===== config.mk =====
export PLATFORM = sky130hd
export DESIGN_NAME = alu_stage
export DESIGN_NICKNAME = d
export VERILOG_FILES = /design/src/rtl/alu_stage.sv
export SDC_FILE = /design/constraint.sdc
export NUM_CORES = 1
export LEC_CHECK = 0
export CORE_ASPECT_RATIO = 1.2
export CORE_MARGIN = 3
export CORE_UTILIZATION = 60
export CTS_CLUSTER_SIZE = 28
export DETAILED_ROUTE_END_ITERATION = 10
export HOLD_SLACK_MARGIN = 0.08
export PLACE_DENSITY = 0.9
export SKIP_LAST_GASP = 1
export SLEW_MARGIN = 10
export SYNTH_ARGS = -nofsm -noshare
export SYNTH_HDL_FRONTEND = slang
export SYNTH_SLANG_ARGS = --single-unit

===== constraint.sdc =====
create_clock -name clock -period 5 [get_ports clock]
set_input_delay 0.5 -clock clock [delete_from_list [all_inputs] [get_ports clock]]
set_output_delay 0.5 -clock clock [all_outputs]
set_load 0.02 [all_outputs]

===== src/rtl/alu_stage.sv =====
// alu_stage: execute/write-back stage feeding the register file write port.
// Define ALU_STAGE_MUL_EN to build the 16-cycle shift-add multiplier.
module alu_stage #(
    parameter int DW = 16,
    parameter int AW = 4
) (
    input  logic          clock,
    input  logic          clear_n,
    input  logic          start,
    input  logic [2:0]    op,
    input  logic [DW-1:0] a,
    input  logic [DW-1:0] b,
    input  logic [AW-1:0] dest,
    output logic          busy,
    output logic [DW-1:0] C,
    output logic [AW-1:0] Caddr,
    output logic          load,
    output logic          carry,
    output logic          zero
);

    localparam int CW = $clog2(DW) + 1;

    localparam logic [2:0] OP_ADD = 3'b000;
    localparam logic [2:0] OP_SUB = 3'b001;
    localparam logic [2:0] OP_AND = 3'b010;
    localparam logic [2:0] OP_OR  = 3'b011;
    localparam logic [2:0] OP_XOR = 3'b100;
    localparam logic [2:0] OP_SLT = 3'b101;
    localparam logic [2:0] OP_SLL = 3'b110;
    localparam logic [2:0] OP_MUL = 3'b111;

    typedef enum logic {
        IDLE,
        EXEC
    } state_t;

    state_t        state_q;
    logic [DW-1:0] acc_q;
    logic [CW-1:0] cnt_q;
    logic [AW-1:0] dest_q;

    logic [DW:0]   sum_d;
    logic [DW:0]   dif_d;
    logic [DW-1:0] res_d;
    logic          cry_d;
    logic [3:0]    sh_n;
    logic          multi_d;
    logic [DW-1:0] step_d;

`ifdef ALU_STAGE_MUL_EN
    logic          is_mul_q;
    logic [DW-1:0] mcand_q;
    logic [DW-1:0] mplier_q;
`endif

    assign sh_n = b[3:0];

    // Single-cycle result, also the SLL-by-zero and disabled-MUL cases
    always_comb begin
        sum_d = {1'b0, a} + {1'b0, b};
        dif_d = {1'b0, a} - {1'b0, b};
        res_d = '0;
        cry_d = 1'b0;
        unique case (op)
            OP_ADD: begin
                res_d = sum_d[DW-1:0];
                cry_d = sum_d[DW];
            end
            OP_SUB: begin
                res_d = dif_d[DW-1:0];
                cry_d = dif_d[DW];
            end
            OP_AND: res_d = a & b;
            OP_OR:  res_d = a | b;
            OP_XOR: res_d = a ^ b;
            OP_SLT: res_d = {{(DW-1){1'b0}}, $signed(a) < $signed(b)};
            OP_SLL: res_d = a;
            OP_MUL: res_d = '0;
            default: res_d = '0;
        endcase
    end

    always_comb begin
        multi_d = (op == OP_SLL) && (sh_n != 4'd0);
`ifdef ALU_STAGE_MUL_EN
        multi_d = multi_d || (op == OP_MUL);
        step_d  = is_mul_q
                ? acc_q + (mplier_q[0] ? mcand_q : '0)
                : acc_q << 1;
`else
        step_d  = acc_q << 1;
`endif
    end

    always_ff @(posedge clock) begin
        if (!clear_n) begin
            state_q  <= IDLE;
            busy     <= 1'b0;
            load     <= 1'b0;
            C        <= '0;
            Caddr    <= '0;
            carry    <= 1'b0;
            zero     <= 1'b1;
            acc_q    <= '0;
            cnt_q    <= '0;
            dest_q   <= '0;
`ifdef ALU_STAGE_MUL_EN
            is_mul_q <= 1'b0;
            mcand_q  <= '0;
            mplier_q <= '0;
`endif
        end else begin
            load <= 1'b0;
            unique case (state_q)
                IDLE: begin
                    if (start) begin
                        dest_q <= dest;
                        if (multi_d) begin
                            state_q <= EXEC;
                            busy    <= 1'b1;
`ifdef ALU_STAGE_MUL_EN
                            is_mul_q <= (op == OP_MUL);
                            mcand_q  <= a;
                            mplier_q <= b;
                            if (op == OP_MUL) begin
                                acc_q <= '0;
                                cnt_q <= CW'(DW);
                            end else begin
                                acc_q <= a;
                                cnt_q <= CW'(sh_n);
                            end
`else
                            acc_q <= a;
                            cnt_q <= CW'(sh_n);
`endif
                        end else begin
                            C     <= res_d;
                            Caddr <= dest;
                            load  <= 1'b1;
                            carry <= cry_d;
                            zero  <= (res_d == '0);
                        end
                    end
                end
                EXEC: begin
                    acc_q <= step_d;
                    cnt_q <= cnt_q - CW'(1);
`ifdef ALU_STAGE_MUL_EN
                    mcand_q  <= mcand_q << 1;
                    mplier_q <= mplier_q >> 1;
`endif
                    if (cnt_q == CW'(1)) begin
                        state_q <= IDLE;
                        busy    <= 1'b0;
                        load    <= 1'b1;
                        C       <= step_d;
                        Caddr   <= dest_q;
                        carry   <= 1'b0;
                        zero    <= (step_d == '0);
                    end
                end
                default: state_q <= IDLE;
            endcase
        end
    end

endmodule


* Word-level counts from Yosys, hierarchy flattened
Index checks and enable logic that the tools add are counted.
** Operators by class
- Bitwise logic cells :: 4
- Reduce and logical (&&, ||, !) cells :: 9
- Mux-type cells :: 35
- Add/subtract/negate cells :: 3
- Equality and inequality tests :: 12
- Order comparisons :: 1
** Operator list (number)
- one-hot mux 16 bit (8 select lines) :: 1
- 2-to-1 mux 16 bit :: 3
- logical NOT 16 bit :: 2
- one-hot mux 16 bit (2 select lines) :: 1
- 2-to-1 mux 15 bit :: 2
- one-hot mux 15 bit (2 select lines) :: 1
- adder 16 x 16 -> 17 bit :: 1
- subtractor 16 x 16 -> 17 bit :: 1
- bitwise AND 16 bit :: 1
- < comparator 16 bit :: 1
- bitwise OR 16 bit :: 1
- bitwise XOR 16 bit :: 1
- 2-to-1 mux 1 bit :: 14
- == test 3 bit (second input constant) :: 4
- 2-to-1 mux 4 bit :: 3
- one-hot mux 1 bit (2 select lines) :: 6
- 2-to-1 mux 5 bit :: 2
- one-hot mux 5 bit (2 select lines) :: 1
- one-hot mux 4 bit (2 select lines) :: 1
- == test 3 x 2 -> 1 bit (second input constant) :: 2
- != test 2 bit (second input constant) :: 3
- AND reduction 3 bit :: 2
- == test 5 x 1 -> 1 bit (second input constant) :: 1
- subtractor 5 x 1 -> 5 bit (second input constant) :: 1
- 7 further kinds :: 8
** Word-level totals
- Bits in registers :: 49
- Word-level logic and storage cells :: 74
- Bits of input ports :: 42

* Depth between registers and ports, before layout
- Depth after elaboration :: 6
- Mapped depth :: 13
- Mapped depth without buffers :: 13

* Worst setup path after synthesis
No wires, ideal clock.
- Kind :: input-to-reg
- Start :: input a[0]
- End :: register zero
- Required time :: 4.907 ns
- Arrival :: 2.983 ns
- Path slack :: 1.924 ns
- Cell stages on the path :: 12
- Library setup time :: 0.093 ns
- Path through :: ha_1 inv_1 fa_1 and2b_1 o221ai_1 a211oi_2 o21ai_1 a2111oi_1 nand3_1 a31oi_1 nand4_1 o311ai_2
** Between the ends
- Cells in the longest elaborated chain, start to end :: 6
- Elaborated cells between the ends (all ways) :: 11
- Those cells by class :: add/sub: 2; order compare: 1; mux: 4; bitwise: 3; reduce/logical: 1
** RTL lines
- start, declared :: line 11 : input logic [DW-1:0] a,
- subtractor 16 x 16 -> 17 bit (tied with other cells) :: line 62 : dif_d = {1'b0, a} - {1'b0, b};
- one-hot mux 16 bit (8 select lines) (*) :: line 65 : unique case (op)
- logical NOT 16 bit (*) :: line 142 : zero <= (res_d == '0);
- 2-to-1 mux 1 bit (*) :: line 119 : if (multi_d) begin
- 2-to-1 mux 1 bit (*) :: line 117 : if (start) begin
- one-hot mux 1 bit (2 select lines) (*) :: line 115 : unique case (state_q)
- end signal, assigned :: line 142
- end signal, assigned :: line 160 : zero <= (step_d == '0);
- end, declared :: line 19 : output logic zero
Mark *: on every way between the ends. The rest lies on a longest branch, timed or not. The select of a mux whose other input is x is not followed.
A chain may end at the register's enable or synchronous reset.

* Worst setup path in the final report
- Start :: input b[0]
- End :: register zero
** Between the ends
- Cells in the longest elaborated chain, start to end :: 6
- Elaborated cells between the ends (all ways) :: 15
- Those cells by class :: add/sub: 2; order compare: 1; eq/ne: 1; mux: 4; bitwise: 3; reduce/logical: 4
** RTL lines
- start, declared :: line 12 : input logic [DW-1:0] b,
- subtractor 16 x 16 -> 17 bit (tied with other cells) :: line 62
- one-hot mux 16 bit (8 select lines) :: line 65
- logical NOT 16 bit :: line 142
- 2-to-1 mux 1 bit :: line 119
- 2-to-1 mux 1 bit :: line 117
- one-hot mux 1 bit (2 select lines) :: line 115
Parallel ways exist; a longest one is shown, timed or not. The select of a mux whose other input is x is not followed.

==> results.py <==
metrics = {
    "hold_path": {
        "min_path_type": "reg2reg",
        "hold_depth": 2,
    },
    "power_and_ir_drop": {
        "switching_share_pct": 37.0,
        "power_density_nw_per_um2": 221,
        "cell_internal_pwr_w": 0.000782,
        "switchingPower_w": 0.000460,
        "p_leak_nw": 2.36,
        "clkPwrFrac_pct": 23.9,
        "pwr-share-comb_pct": 41.3,
        "pwr-share-seq_pct": 34.9,
        "ir_drop_mv": 0.260,
    },
    "synthesis": {
        "ys.flop_type": "dfxtp_1",
        "synth_edf_count": 0,
        "syn_area_um2": 4870,
        "yosysUniqueCellTypes": 75,
        "synth.area.top_cells": "dfxtp_1 (20%), ha_1 (13%), nor2_1 (6.3%)",
        "synth_seq_area_share_pct": 20.1,
        "synthArstFlopShare_pct": 0,
        "yosys_warnings": 0,
        "synth_area_leader_cell": "dfxtp_1",
        "syn_inst": 668,
        "ys_ff_latch": 49,
        "synth.avg_cell_area_um2": 7.30,
        "syn_nets": 762,
        "yosysTopAreaCellShare_pct": 20.1,
    },
    "drt": {
        "wire_per_inst_um": 20.9,
        "drt_iter0_markers": 601,
        "drcViolationCount": 0,
        "vias_per_cell": 6.90,
        "dr.pass1.iters": 7,
        "routed_wl_um": 16600,
        "drtAntennaViolNets": 0,
        "vias": 5484,
    },
    "clocking": {
        "clk_path_buf_depth": 2,
        "clock_latency_ns": 0.30,
        "cts-root-buf": "clkbuf_8",
        "cts_hold_buf": 0,
        "ctsResizeCount": 0,
        "cts_tree": "done",
        "cts_buffers": 5,
        "clk_pin_slew_worst_paths_ns": 0.10,
        "cts_max_level": 2,
        "cts.sinks": 49,
        "post_cts_buffers": 0,
    },
    "sta": {
        "layout_worst_path_cycle_share_pct": 77.9,
        "setup-tns-final_ns": 0,
        "clock-skew-final_ns": 0.0118,
        "maxSlewHeadroom_pct": 32.6,
        "finalMaxSlewViolations": 0,
        "layout_min_cycle_time_ns": 3.90,
        "holdWs_ns": 0.457,
        "rsz0062_at_grt": "false",
        "fmax_mhz": 257,
        "tightest_slew_ns": 1.01,
        "setup_violations": 0,
        "hold_viol": 0,
    },
    "setup_path": {
        "critPathKind": "in2reg",
        "crit_chain": "clkdlybuf4s50_1 > ha_1 > inv_1 > fa_1 > and2b_1 > o221ai_1 > a211oi_2 > o21ai_1 > a2111oi_1 > nand3_1 > a31oi_1 > nand4_1 > o311ai_2",
        "reg2regPathDepth": 8,
        "critPathBufInv": 2,
        "worst_setup_path_end_kind": "flip-flop",
        "start_kind": "input port",
        "worstPathRequired_ns": 5.21,
        "crit_fanout": 5,
        "critPathArrivalTime_ns": 4.11,
        "reg2reg_slack_ns": 2.02,
        "critPathMaxStageDelay_ns": 0.57,
        "crit_slowest_cell": "clkdlybuf4s50_1",
        "path_depth": 13,
        "critPathTopFamily": "compound AO/OA/AOI/OAI gates",
    },
    "floorplan": {
        "die_area_um2": 9250,
        "core_um2": 7790,
        "initial_utilization_pct": 62.5,
        "rows": 35,
        "die_h_um": 105,
        "die_x_um": 88.3,
        "pin_count": 66,
    },
    "final_layout": {
        "layout.nets": 796,
        "n_antenna_cell": 0,
        "drive_gt1_share_pct": 4.55,
        "final_common_cell": "nor2_1",
        "area.growth.synth_to_final_pct": 15.5,
        "final_cell_mix": "nor2_1 (82), clkdlybuf4s50_1 (65), inv_1 (54)",
    },
    "placement": {
        "place_congestion": 1.04,
        "dp_hpwl_um": 12100,
        "io_buffers": 65,
    },
    "global_route": {
        "grt_max_degree": 40,
        "grt_pass1_vias": 5343,
        "grt_use_total_pct": 35.7,
        "grt.overflow.total": 0,
        "antenna_found_initial": 0,
        "grt_pass1_wl_um": 26400,
    },
    "outcome": {
        "status": "complete, no violations",
    },
    "run": {
        "drv_cap": 0,
    },
}
## synth_stat cells, drive strengths merged, types with 3 or more instances
cell	instances
nor3	19
o211a	4
a2111oi	8
o21ai	46
nor2b	8
nor2	82
a21o	5
or4	3
nor4	9
nand3	11
or3	6
o22ai	12
o211ai	12
mux2i	17
clkbuf	37
o32ai	3
xnor2	7
ha	50
buf	9
a222oi	9
a22oi	5
o21bai	5
a211oi	14
a211o	5
inv	54
nand2	46
and3	4
o31ai	3
and2	3
dfxtp	49
a21oi	53
nand2b	12
a31oi	9
o221ai	3
mux2	5
o21a	4
## flip-flops by register name, indices dropped and copies added (netlist names)
register and cells:
Caddr 4, zero 1, C 16, busy 1, cnt_q 5, load 1, dest_q 4, state_q 1
acc_q 15, carry 1
## layout make-up
class / instances / area, um2
inverters: 54 / 203
well taps: 92 / 115
clock buffers: 6 / 82.6
fillers: 654 / 2160
flip-flops and latches: 49 / 981
clock inverters: 2 / 37.5
multi-input cells: 519 / 3500
repair buffers: 73 / 711
## metal layers
metal / vias up / track usage [%] / wire length, um
li1: 2480 / - / -
met1: 2571 / 44.7 / 6360
met2: 362 / 59.0 / 7960
met3: 71 / 6.23 / 1600
met4: 0 / 15.1 / 671
met5: - / 0 / 0
## power groups by stage
stage	clock [W]	sequential, W	combinational [W]
after floorplan	0	0.000458	0.000306
after global placement	0	0.000439	0.000481
after detailed placement	0	0.000440	0.000493
after CTS	0.000296	0.000432	0.000499
after global routing	0.000312	0.000435	0.000552
final	0.000296	0.000433	0.000513
## stage by stage
| stage | instances | total power (W) | cell area [um2] | setup slack, ns | util [%] |
|---|---|---|---|---|---|
| after detailed placement | 787 | 0.000933 | 5510 | 0.832 | 70.7 |
| after CTS | 795 | 0.00123 | 5630 | 1.15 | 72.2 |
| final | 795 | 0.00124 | 5630 | 1.10 | 72.2 |
| after global placement | 787 | 0.000921 | 5510 | 1.05 | 70.7 |
| after global routing | 795 | 0.00130 | 5630 | 0.766 | 72.2 |
| after floorplan | 668 | 0.000764 | 4870 | 1.92 | - |
## final timing paths
path / start / end
worst min-delay path: C[11]$_SDFFE_PN0P_ / C[11]$_SDFFE_PN0P_
worst max-delay path: b[0] / zero$_SDFFE_PN1P_
worst max register to register: state_q$_SDFF_PN0_ / zero$_SDFFE_PN1P_
worst min register to register: C[11]$_SDFFE_PN0P_ / C[11]$_SDFFE_PN0P_
## worst min-delay path, cell delays in order, from the launching register on
cell	delay (ns)
dfxtp_1	0.32
nand2_1	0.05
a21oi_1	0.05
## cells by family after synthesis
group	Yosys count	share of synthesized area, %
adders and majority gates	52	13.7
AOI/OAI and AO/OA	221	31.1
DFF	49	20.1
buffers and inverters	100	8.03
muxes	22	4.65
xor gates and xnor gates	8	1.44
and+or+nand+nor	216	21.0
No activity file was read; power rests on OpenSTA's default activity.
